===== config.mk =====
export PLATFORM = sky130hd
export DESIGN_NAME = concat_sched
export DESIGN_NICKNAME = d
export VERILOG_FILES = /design/src/rtl/concat_pkg.sv /design/src/rtl/rr_arb2.sv /design/src/rtl/concat_sched.sv
export SDC_FILE = /design/constraint.sdc
export NUM_CORES = 1
export LEC_CHECK = 0
export CORE_MARGIN = 10
export CORE_UTILIZATION = 50
export CTS_CLUSTER_DIAMETER = 80
export DETAILED_ROUTE_END_ITERATION = 8
export DONT_BUFFER_PORTS = 1
export PLACE_DENSITY_LB_ADDON = 0.08
export SYNTH_ARGS = -nofsm -noshare
export SYNTH_HDL_FRONTEND = slang
export SYNTH_SLANG_ARGS = --single-unit
export TNS_END_PERCENT = 1

===== constraint.sdc =====
create_clock -name clk -period 2.77 [get_ports clk]
set_input_delay 0.554 -clock clk [delete_from_list [all_inputs] [get_ports clk]]
set_output_delay 0.554 -clock clk [all_outputs]
set_load 0.01 [all_outputs]

===== src/rtl/concat_pkg.sv =====
// Shared defaults, output-width derivation and FSM encoding for the concat scheduler.
package concat_pkg;
  localparam int AW_DEF = 2;
  localparam int BW_DEF = 1;

  function automatic int yw(input int aw, input int bw);
    return aw + bw;
  endfunction

  typedef enum logic {
    EMPTY = 1'b0,
    FULL  = 1'b1
  } state_t;
endpackage


===== src/rtl/rr_arb2.sv =====
// Two-input round-robin arbiter; the priority pointer moves only on a real transfer.
module rr_arb2 (
  input  logic       clk,
  input  logic       reset,
  input  logic [1:0] i_req,
  input  logic       i_xfer,
  output logic [1:0] o_gnt
);
  logic r_last;

  // On a tie, favour the requester that did not win the last transfer.
  always_comb begin
    o_gnt = 2'b00;
    case (i_req)
      2'b01:   o_gnt = 2'b01;
      2'b10:   o_gnt = 2'b10;
      2'b11:   o_gnt = r_last ? 2'b01 : 2'b10;
      default: o_gnt = 2'b00;
    endcase
  end

  always_ff @(posedge clk or negedge reset) begin
    if (!reset)      r_last <= 1'b1;
    else if (i_xfer) r_last <= o_gnt[1];
  end
endmodule


===== src/rtl/concat_sched.sv =====
// Two requesters share one {a,b} concat register; one-word output buffer with a valid/ready handshake.
module concat_sched
  import concat_pkg::*;
#(
  parameter  int AW = AW_DEF,
  parameter  int BW = BW_DEF,
  localparam int YW = yw(AW, BW)
) (
  input  logic          clk,
  input  logic          reset,
  input  logic          r0_valid,
  input  logic [AW-1:0] r0_a,
  input  logic [BW-1:0] r0_b,
  output logic          r0_ready,
  input  logic          r1_valid,
  input  logic [AW-1:0] r1_a,
  input  logic [BW-1:0] r1_b,
  output logic          r1_ready,
  output logic          out_valid,
  output logic [YW-1:0] out_y,
  output logic          out_src,
  input  logic          out_ready,
  output logic [7:0]    out_count
);
  state_t        r_state;
  logic [YW-1:0] r_y;
  logic          r_src;
  logic [7:0]    r_count;
  logic [1:0]    w_gnt;
  logic          w_can;
  logic          w_xfer;
  logic [YW-1:0] w_word;

  rr_arb2 u_arb (
    .clk    (clk),
    .reset  (reset),
    .i_req  ({r1_valid, r0_valid}),
    .i_xfer (w_xfer),
    .o_gnt  (w_gnt)
  );

  // The buffer can take a word when empty or when it is being drained this cycle.
  assign w_can    = reset && ((r_state == EMPTY) || out_ready);
  assign r0_ready = w_gnt[0] && w_can;
  assign r1_ready = w_gnt[1] && w_can;
  assign w_xfer   = (r0_valid && r0_ready) || (r1_valid && r1_ready);
  assign w_word   = w_gnt[1] ? {r1_a, r1_b} : {r0_a, r0_b};

  always_ff @(posedge clk or negedge reset) begin
    if (!reset) begin
      r_state <= EMPTY;
      r_y     <= '0;
      r_src   <= 1'b0;
      r_count <= 8'd0;
    end else begin
      if ((r_state == FULL) && out_ready) r_count <= r_count + 8'd1;
      case (r_state)
        EMPTY: begin
          if (w_xfer) begin
            r_state <= FULL;
            r_y     <= w_word;
            r_src   <= w_gnt[1];
          end
        end
        FULL: begin
          if (w_xfer) begin
            r_y   <= w_word;
            r_src <= w_gnt[1];
          end else if (out_ready) begin
            r_state <= EMPTY;
          end
        end
        default: r_state <= EMPTY;
      endcase
    end
  end

  assign out_valid = (r_state == FULL);
  assign out_y     = r_y;
  assign out_src   = r_src;
  assign out_count = r_count;
endmodule

Yosys cells after proc, flatten, opt, wreduce, memory -nomap -nowiden
Index checks and enable logic that the tools add are counted.

Output and inout bits: 15. Bits of input ports: 11. Register bits: 14. Logic and storage cells: 27.

Bitwise operators: 1. Reductions and logical operators: 8. Mux-type cells: 9. $add $sub $neg: 1. Eq/ne operators: 3.

Operators by type and width (count): adder 8 x 1 -> 8 bit, second input constant (1); logical AND 1 bit (6); 2-to-1 mux 3 bit (2); case mux 2 bit (3 select lines) (1); equality test 2 bit, second input constant (2); 2-to-1 mux 1 bit (4); equality test 2 x 1 -> 1 bit, second input constant (1); logical OR 1 bit (2); 2-to-1 mux 2 bit (1); case mux 1 bit (2 select lines) (1); NOT 1 bit (1).

Logic depth before layout (Yosys ltp)
Gate-level depths: netlist of run 1.

Word-level depth: 8. Mapped depth: 5. Gate-level depth less buffers: 3.

Cells and area by module
From an unflattened synthesis of run 1, not the netlist that was laid out.

Cells, all modules: 51. Area total of the unflattened synthesis: 686.9 sq um.

Modules (own cells, without submodules): concat_sched (instances 1, area each 623.1 sq um, sequential area each 325.3 sq um, cells an instance 46); rr_arb2 (instances 1, area each 63.8 sq um, sequential area each 26.3 sq um, cells an instance 5).

Least setup slack after synthesis of run 1
No wires, ideal clock.

Kind: input to output. Start point: input r0_valid. End point: output r1_ready. Stages on the path: 5. Arrival time: 1354 ps. Required time: 2216 ps. Buffers on the path: 2. Slack: 862 ps. Path through: buf_6 > nor2_2 > or3_1 > buf_6 > a21oi_1.

Word-level cells in the longest chain between the ends: 3. Elaborated cells on any way between the ends: 5. Those cells by class: 3 x eq/ne; 1 x mux; 1 x reduce/logical.

Ends and longest elaborated chain: start, declared (RTL line concat_sched.sv:11) `input logic r0_valid,`; equality test 2 bit / equality test 2 x 1 -> 1 bit (equally long branches) (RTL line rr_arb2.sv:14) `case (i_req)`; case mux 2 bit (3 select lines) (*) (RTL line rr_arb2.sv:14); logical AND 1 bit (*) (RTL line concat_sched.sv:45) `assign r1_ready = w_gnt[1] && w_can;`; end, declared (RTL line concat_sched.sv:18) `output logic r1_ready,`.

Every way passes the cells marked *; elsewhere a longest branch is shown, timed or not.

Worst setup path after layout of run 1
Start point: register r_state (netlist: out_valid). End point: output r1_ready.

Word-level cells in the longest chain between the ends: 4.

Ends and longest elaborated chain: start, declared (RTL line concat_sched.sv:25) `state_t r_state;`; start signal, assigned (RTL line concat_sched.sv:51) `r_state <= EMPTY;`; start signal, assigned (RTL line concat_sched.sv:60) `r_state <= FULL;`; start signal, assigned (RTL line concat_sched.sv:70) `r_state <= EMPTY;`; NOT 1 bit; logical OR 1 bit (RTL line concat_sched.sv:43) `assign w_can = reset && ((r_state == EMPTY) || out_ready);`; logical AND 1 bit (RTL line concat_sched.sv:43); logical AND 1 bit (RTL line concat_sched.sv:45).

Every way passes these cells.

==> results_dict.tcl, run 1 <==
set metrics [dict create \
    die_y_um 57.4 \
    numCtsBuffers 3 \
    synth_cells 63 \
    max_freq_mhz 460 \
    status "complete, no violations" \
    min_period_over_period 0.785 \
    cp.buffers_inverters 0 \
    io_pins 26 \
    dpl.hpwl_um 1140 \
    critPathSlowestCell "or3_1" \
    cts_resized 0 \
    grt_overflow 0 \
    clock_path_buffers 2 \
    die-area_um2 3290 \
    max_stage_delay_ns 0.47 \
    synth_top_area_frac 0.466 \
    cts_setup_buffers 0 \
    setup_tns_ns 0 \
    ant_nets 0 \
    yosys_warnings 0 \
    layout-drive-gt1-share 0.154 \
    rsz0062_at_grt "no" \
    num_rows 13 \
    antenna_found_initial 0 \
    cts_tree "done" \
    arrival_ns 1.62 \
    ys_top_cells_by_area "dfrtp_1 47%, xnor2_1 7.5%, o31ai_2 5.4%" \
    synth_area_um2 698 \
    yosysSeqAreaShare 0.504 \
    gp_congestion 0.700 \
    grt_max_degree 14 \
    slew_headroom 0.621 \
    post_synth_num_cell_types 25 \
    die_x_um 57.4 \
    skew_ns 0.00761 \
    fp.coreArea_um2 1300 \
    finalMaxSlewViolations 0 \
    drt_iter0_drc 1 \
    nets 78 \
    cp-start-kind "flip-flop" \
    max_cap_violations 0 \
    diodes 0 \
    track_usage 0.0898 \
    vias 451 \
    cp.required_ns 2.22 \
    wirelength_um 1450 \
    cp_cell_sequence "nor2b_4, or3_1, a21oi_1" \
    cts_max_level 1 \
    avgSynthCellArea_um2 11.1 \
    drc 0 \
    powerDensity_nw_per_um2 827 \
    hold_violations 0 \
    min_path_type "input port to asynchronous set/reset pin" \
    initial_core_util 0.537 \
    clockRootBuffer "clkbuf_4" \
    critPathTopFamily "simple AND/OR/NAND/NOR gates" \
    syn_nets 75 \
    clk_latency_ns 0.27 \
    place_inst 75 \
    cp_max_fo 6 \
    tightest_slew_ns 0.566 \
    leakage_uw 0.000319 \
    first_pass_iters 2 \
    wl_per_cell_um 18.2 \
    cts_sinks 14 \
    clk_pin_slew_ns 0.08 \
    grt_pass1_wl_um 2480 \
    portBuffers 0 \
    grt_pass1_vias 525 \
    hold_buffers 1 \
    area_growth_pct 3.94 \
    synth_top_area_cell "dfrtp_1" \
    synth_seq_cells 14 \
    cp-end-kind "output port" \
    post-route-min-period_ns 2.17 \
    vias_per_cell 5.64 \
    worst-setup-path-type "flip-flop to output port" \
    layout.cells.non_filler 80 \
    finalSetupViolations 0 \
    ir_drop_mv 0.439 \
]
==> logic make-up after synthesis <==
group,after synthesis,synth area share
multiplexers,1,0.0161
AND/OR/NAND/NOR,22,0.174
adder cells (fa/ha/maj),1,0.0179
AO/OA/AOI/OAI,13,0.151
flip-flops,14,0.504
buffers and inverters,5,0.0502
XOR/XNOR,7,0.0878
==> cell usage after synthesis <==
cell,instances
dfrtp_1,13
dfstp_2,1
nand4_1,4
nand3_1,1
mux2_2,1
nand2b_1,2
xnor2_1,6
ha_1,1
a21boi_0,1
nor2b_4,1
o2bb2ai_1,1
o31ai_2,3
nor2_2,1
and3_1,2
a2bb2oi_1,1
nor2_1,4
and2_1,1
nand2_1,5
or3_1,1
a21oi_1,4
inv_1,2
xor2_1,1
buf_2,1
o31ai_1,3
buf_6,2
==> metrics by stage <==
step	hold slack [ns]	area (um^2)	util	total power (uW)	setup WS (ns)
after floorplan	0.258	698	-	452	0.862
after global placement	0.259	689	0.530	482	0.834
after detailed placement	0.259	689	0.530	487	0.832
after CTS	0.121	726	0.558	609	0.572
after global routing	0.108	726	0.558	648	0.526
final	0.125	726	0.558	600	0.596
==> layout by cell type (no fill, tap or decap) <==
cell type,netlist,routed
inv_1,2,2
xor2_1,1,1
nor2_2,1,1
nand3_1,1,1
and3_1,2,2
nand2_1,5,5
clkbuf_4,0,3
nor2_1,4,4
nand2b_1,2,2
and2_1,1,1
a21boi_0,1,1
a21oi_1,4,4
o31ai_2,3,3
nor2b_4,1,1
o31ai_1,3,3
dfrtp_1,13,13
a2bb2oi_1,1,1
ha_1,1,1
dfstp_2,1,1
clkbuf_1,0,1
dlygate4sd3_1,0,1
or3_1,1,1
nand4_1,4,4
o2bb2ai_1,1,1
mux2_2,1,1
xnor2_1,6,6
==> report_power, final <==
part           switching [uW]  internal (uW)
clock network            61.8           55.6
registers                95.2            264
logic                    58.6           64.4
==> area by class of cell <==
class	count	area, um^2
repair buffers	1	10.0
flip-flops and latches	14	352
fillers	132	576
clock buffers	4	26.3
well taps	15	18.8
inverters	2	7.51
multi-input cells	44	312
==> worst register-to-register path: stages, from the launching register on <==
cell	delay, ns
dfrtp_1	0.44
nor2b_4	0.17
or3_1	0.47
o31ai_2	0.30
==> state kept, by name, indices dropped and copies added (netlist names) <==
signal,cells
u_arb.r_last,1
out_src,1
out_count,8
out_y,3
out_valid,1
==> metal layers <==
layer | part of all wire | up-vias | wire, um | global-route usage
li1 | - | 226 | - | -
met1 | 0.43 | 211 | 623 | 0.104
met2 | 0.48 | 12 | 692 | 0.146
met3 | 0.091 | 2 | 132 | 0.0487
met4 | 0.0041 | 0 | 6 | 0.0101
met5 | 0 | - | 0 | 0
==> path summary, 6_finish.rpt <==
path,startpoint,end,slack [ns],depth (start not counted)
worst max-delay path,out_valid,r1_ready,0.60,3
worst min-delay path,reset,u_arb.r_last,0.12,0
worst max register to register,out_valid,out_y[0],1.31,3
worst min register to register,u_arb.r_last,u_arb.r_last,0.50,1
max in group asynchronous,reset,out_valid,1.68,1
min in group clk,reset,u_arb.r_last,0.46,2
Note: power is estimated with default switching activity, not from simulation.
==> inputs of run 2 (changes only) <==
- clock period: 2.77 -> 1.94 ns (I/O delays scaled with it)
==> run 2 against run 1 <==
Setup slack worse by 0.51 ns. Cell area rose by 2.9%. Clock-buffer cell count stayed put. Cell count increased by 1.3%. Critical path depth unchanged. Register-to-register slack got worse by 0.86 ns. Die area unchanged. First-iteration DRC count increased to 4.0 times the previous value. Flip-flop and latch count is the same.
==> results_dict.tcl, run 2 (synthesis results as in run 1) <==
set metrics [dict create \
    ir_drop_mv 0.768 \
    finalSetupViolations 0 \
    largest_reg_flops 8 \
    cp_max_fo 4 \
    cts_sinks 14 \
    cp-start-kind "flip-flop" \
    num_rows 13 \
    clock_path_buffers 2 \
    ant_nets 0 \
    fp.coreArea_um2 1300 \
    layout-drive-gt1-share 0.197 \
    hold_violations 0 \
    finalMaxSlewViolations 0 \
    area_growth_pct 6.99 \
    rsz0062_at_grt "no" \
    initial_core_util 0.537 \
    numCtsBuffers 3 \
    min_from "reset" \
    r2r-start "out_valid" \
    die_x_um 57.4 \
    max_freq_mhz 539 \
    setup_tns_ns 0 \
    final_core_util 0.574 \
    timing.rr.end "out_y[1]" \
    cp-end-kind "output port" \
    final_common_cell "dfrtp_1" \
    drc 0 \
    cp.buffers_inverters 0 \
    grt_pass1_wl_um 2460 \
    first_pass_iters 3 \
    clk_pin_slew_ns 0.09 \
    leakage_uw 0.000330 \
    cts_tree "done" \
    drt_iter0_drc 4 \
    arrival_ns 1.47 \
    gp_congestion 0.724 \
    cts_setup_buffers 0 \
    placed_cell_area_um2 697 \
    die-area_um2 3290 \
    critPathSlowestCell "dfrtp_1" \
    cp_cell_sequence "nor2b_4, or3_1, a21oi_2" \
    nets 79 \
    antenna_found_initial 0 \
    final_cell_mix "13 x dfrtp_1, 6 x xnor2_1, 5 x nand2_1" \
    skew_ns 0.00143 \
    slew_headroom 0.589 \
    io_pins 26 \
    track_usage 0.0941 \
    wirelength_um 1490 \
    clockRootBuffer "clkbuf_4" \
    die_y_um 57.4 \
    tightest_slew_ns 0.615 \
    max_cap_violations 0 \
    reg2reg_slack_ns 0.45 \
    grt_max_degree 15 \
    min_period_over_period 0.956 \
    fill_cells 125 \
    cts_max_level 1 \
    total_power_uw 906 \
    worst-setup-path-type "flip-flop to output port" \
    min_path_type "input port to flip-flop" \
    diodes 0 \
    setup_ws_ns 0.0858 \
    max_stage_delay_ns 0.45 \
    grt_pass1_vias 521 \
    cp.required_ns 1.55 \
    reg2reg_depth 4 \
    powerDensity_nw_per_um2 1210 \
    dpl.hpwl_um 1150 \
    stdcell_area_um2 747 \
    post-route-min-period_ns 1.85 \
    pre_cts_ws_ns 0.337 \
    status "complete, no violations" \
    critPathTopFamily "simple AND/OR/NAND/NOR gates" \
    vias_per_cell 5.94 \
    clk_latency_ns 0.28 \
    wl_per_cell_um 18.4 \
    min_path_cells 2 \
    grt_overflow 0 \
    portBuffers 0 \
    vias 481 \
    min_to "u_arb.r_last" \
]
[run 2: cell count changes in the layout (fill, tap and decap cells not counted)]
| cell | change |
|---|---|
| a21oi_1 | -1 |
| a21oi_2 | +1 |
| buf_4 | +1 |
| clkbuf_1 | -1 |
| clkbuf_8 | +1 |
[run 2: timing repair]
action                                  CTS  global route
hold buffers                              1             0
endpoints found under the setup margin    0             1
resized for setup                         0             1
hold endpoints to repair                 14             0
[run 2: final cells by class]
class | instances | area (um^2) | area share
Sequential cell | 14 | 352 | 0.471
Multi-Input combinational cell | 44 | 315 | 0.422
Clock buffer | 4 | 36.3 | 0.0486
Tap cell | 15 | 18.8 | 0.0251
Timing Repair Buffer | 2 | 17.5 | 0.0235
Inverter | 2 | 7.51 | 0.0101
[run 2: how the worst max path moves through the flow]
stage                to  startpoint  depth (start not counted)
2_1_floorplan  r1_ready   out_valid                          4
3_3_place_gp   r1_ready   out_valid                          3
3_5_place_dp   r1_ready   out_valid                          3
4_1_cts        r1_ready   out_valid                          3
5_1_grt        r1_ready   out_valid                          3
6_report       r1_ready   out_valid                          3
[run 2: worst reg2reg max path, delay by kind of cell (launching register included)]
family / cells / cell delay, ns
buffers and inverters: 1 / 0.18
and+or+nand+nor: 2 / 0.55
DFF: 1 / 0.45
AOI/OAI and AO/OA: 1 / 0.23
[run 2: metrics by stage]
step,hold WS [ns],cells
after CTS,0.258,81
after detailed placement,0.0929,76
after floorplan,0.0924,63
after global placement,0.0929,76
final,0.261,81
after global routing,0.288,81
[run 2: per-layer routing]
layer,routed length (um),global-route usage,vias to the layer above
met5,0,0,-
met4,29,0.0503,0
met3,133,0.0465,4
met2,662,0.140,19
met1,660,0.108,230
li1,-,-,228
[run 2: report_power, final]
part           switching (uW)  internal (uW)
clock network             100            114
registers                 134            377
logic                    86.0           94.6
total                     320            586
==> inputs of run 3 (changes only) <==
==> constraint.sdc (replaced) <==
create_clock -name clk -period 1.94 [get_ports clk]
set_input_delay 0.291 -clock clk [delete_from_list [all_inputs] [get_ports clk]]
set_output_delay 0.291 -clock clk [all_outputs]
set_load 0.01 [all_outputs]
==> run 3 against run 2 <==
Clock power fell by 17%. Sequential power barely moved. Die area stayed put. Critical endpoint unchanged. Cell area down 2.3%. Critical path type unchanged.
==> results_dict.tcl, run 3 (synthesis results as in run 1) <==
set metrics [dict create \
    status "complete, no violations" \
    cts_max_level 1 \
    min_from "reset" \
    power.internal_uw 550 \
    drc 0 \
    netSwitchingPower_uw 323 \
    largest_reg_flops 8 \
    min_period_over_period 0.968 \
    wirelength_um 1590 \
    antenna_found_initial 0 \
    cts_tree "done" \
    seqPwrFrac 0.590 \
    hold_violations 0 \
    ir_drop_mv 0.582 \
    p_clk_frac 0.204 \
    cp-end-kind "output port" \
    drt_iter0_drc 9 \
    min_path_type "input port to flip-flop" \
    max_cap_violations 0 \
    clk_latency_ns 0.28 \
    area_growth_pct 4.48 \
    rsz0062_at_grt "no" \
    setup_tns_ns 0 \
    finalSetupViolations 0 \
    power.share.switching 0.370 \
    vias_per_cell 6.20 \
    final_cell_mix "13 x dfrtp_1, 6 x xnor2_1, 5 x nand2_1" \
    tightest_slew_ns 0.600 \
    reg2reg_slack_ns 0.45 \
    layout-drive-gt1-share 0.169 \
    grt_max_degree 15 \
    powerDensity_nw_per_um2 1200 \
    grt_pass1_vias 541 \
    min_path_cells 2 \
    dpl.hpwl_um 1240 \
    final_common_cell "dfrtp_1" \
    die-area_um2 3290 \
    io_pins 26 \
    clockRootBuffer "clkbuf_4" \
    arrival_ns 1.59 \
    worst-setup-path-type "flip-flop to output port" \
    cts_sinks 14 \
    cp.required_ns 1.65 \
    wl_per_cell_um 19.9 \
    die_x_um 57.4 \
    ant_nets 0 \
    pwr-share-comb 0.206 \
    die_y_um 57.4 \
    initial_core_util 0.537 \
    timing.rr.end "out_y[2]" \
    num_rows 13 \
    diodes 0 \
    nets 78 \
    reg2reg_depth 3 \
    finalMaxSlewViolations 0 \
    vias 496 \
    holdWs_ns 0.170 \
    clock_path_buffers 2 \
    grt_overflow 0 \
    leakage_uw 0.000319 \
    fp.coreArea_um2 1300 \
    grt_pass1_wl_um 2580 \
    cts_setup_buffers 0 \
    clk_pin_slew_ns 0.08 \
    first_pass_iters 4 \
    portBuffers 0 \
    skew_ns 0.000981 \
    min_to "u_arb.r_last" \
    max_freq_mhz 533 \
    cp-start-kind "flip-flop" \
    post-route-min-period_ns 1.88 \
    numCtsBuffers 3 \
    track_usage 0.0976 \
    slew_headroom 0.598 \
    gp_congestion 0.711 \
    r2r-start "out_valid" \
    cp_max_fo 6 \
]
run 3: final cells by class:
| type | count | area [um^2] |
|---|---|---|
| inverters | 2 | 7.51 |
| repair buffers | 1 | 10.0 |
| flip-flops and latches | 14 | 352 |
| well taps | 15 | 18.8 |
| multi-input cells | 44 | 315 |
| clock buffers | 4 | 26.3 |
| fillers | 123 | 572 |
run 3: worst max path at each step:
stage | end | slack (ns) | from | cells past startpoint
after floorplan | r1_ready | 0.40 | out_valid | 4
after global placement | r1_ready | 0.31 | out_valid | 3
after detailed placement | r1_ready | 0.30 | out_valid | 3
after CTS | r1_ready | 0.06 | out_valid | 3
after global routing | r1_ready | 0.003 | out_valid | 3
final | r1_ready | 0.06 | out_valid | 3
run 3: what timing repair did:
item	4_1_cts	5_1_grt
hold endpoints to repair	14	0
hold buffers	1	0
setup endpoints to repair	1	0
resized for setup	1	0
run 3: metal layers:
metal / track usage / wire [um]
met1: 0.113 / 612
met2: 0.150 / 791
met4: 0.0403 / 19
met5: 0 / 0
met3: 0.0465 / 170
run 3: worst max-delay path: stages, from the launching register on:
cell and delay (ns):
dfrtp_1 0.45, nor2b_4 0.16, or3_1 0.48, a21oi_2 0.21
run 3: power by group through the flow:
stage                     registers (uW)  clock network, uW  logic [uW]
after global routing                 533                190         206
after detailed placement             526                  0         173
after CTS                            520                180         184
after floorplan                      489                  0         156
after global placement               522                  0         166
final                                514                178         180
run 3: stage by stage:
stage | util | area [um^2] | power (uW) | setup slack [ns] | cells
final | 0.561 | 729 | 872 | 0.0622 | 80
after CTS | 0.561 | 729 | 884 | 0.0575 | 80
after floorplan | - | 698 | 645 | 0.400 | 63
after detailed placement | 0.530 | 689 | 699 | 0.300 | 75
after global placement | 0.530 | 689 | 688 | 0.310 | 75
after global routing | 0.561 | 729 | 929 | 0.00281 | 80
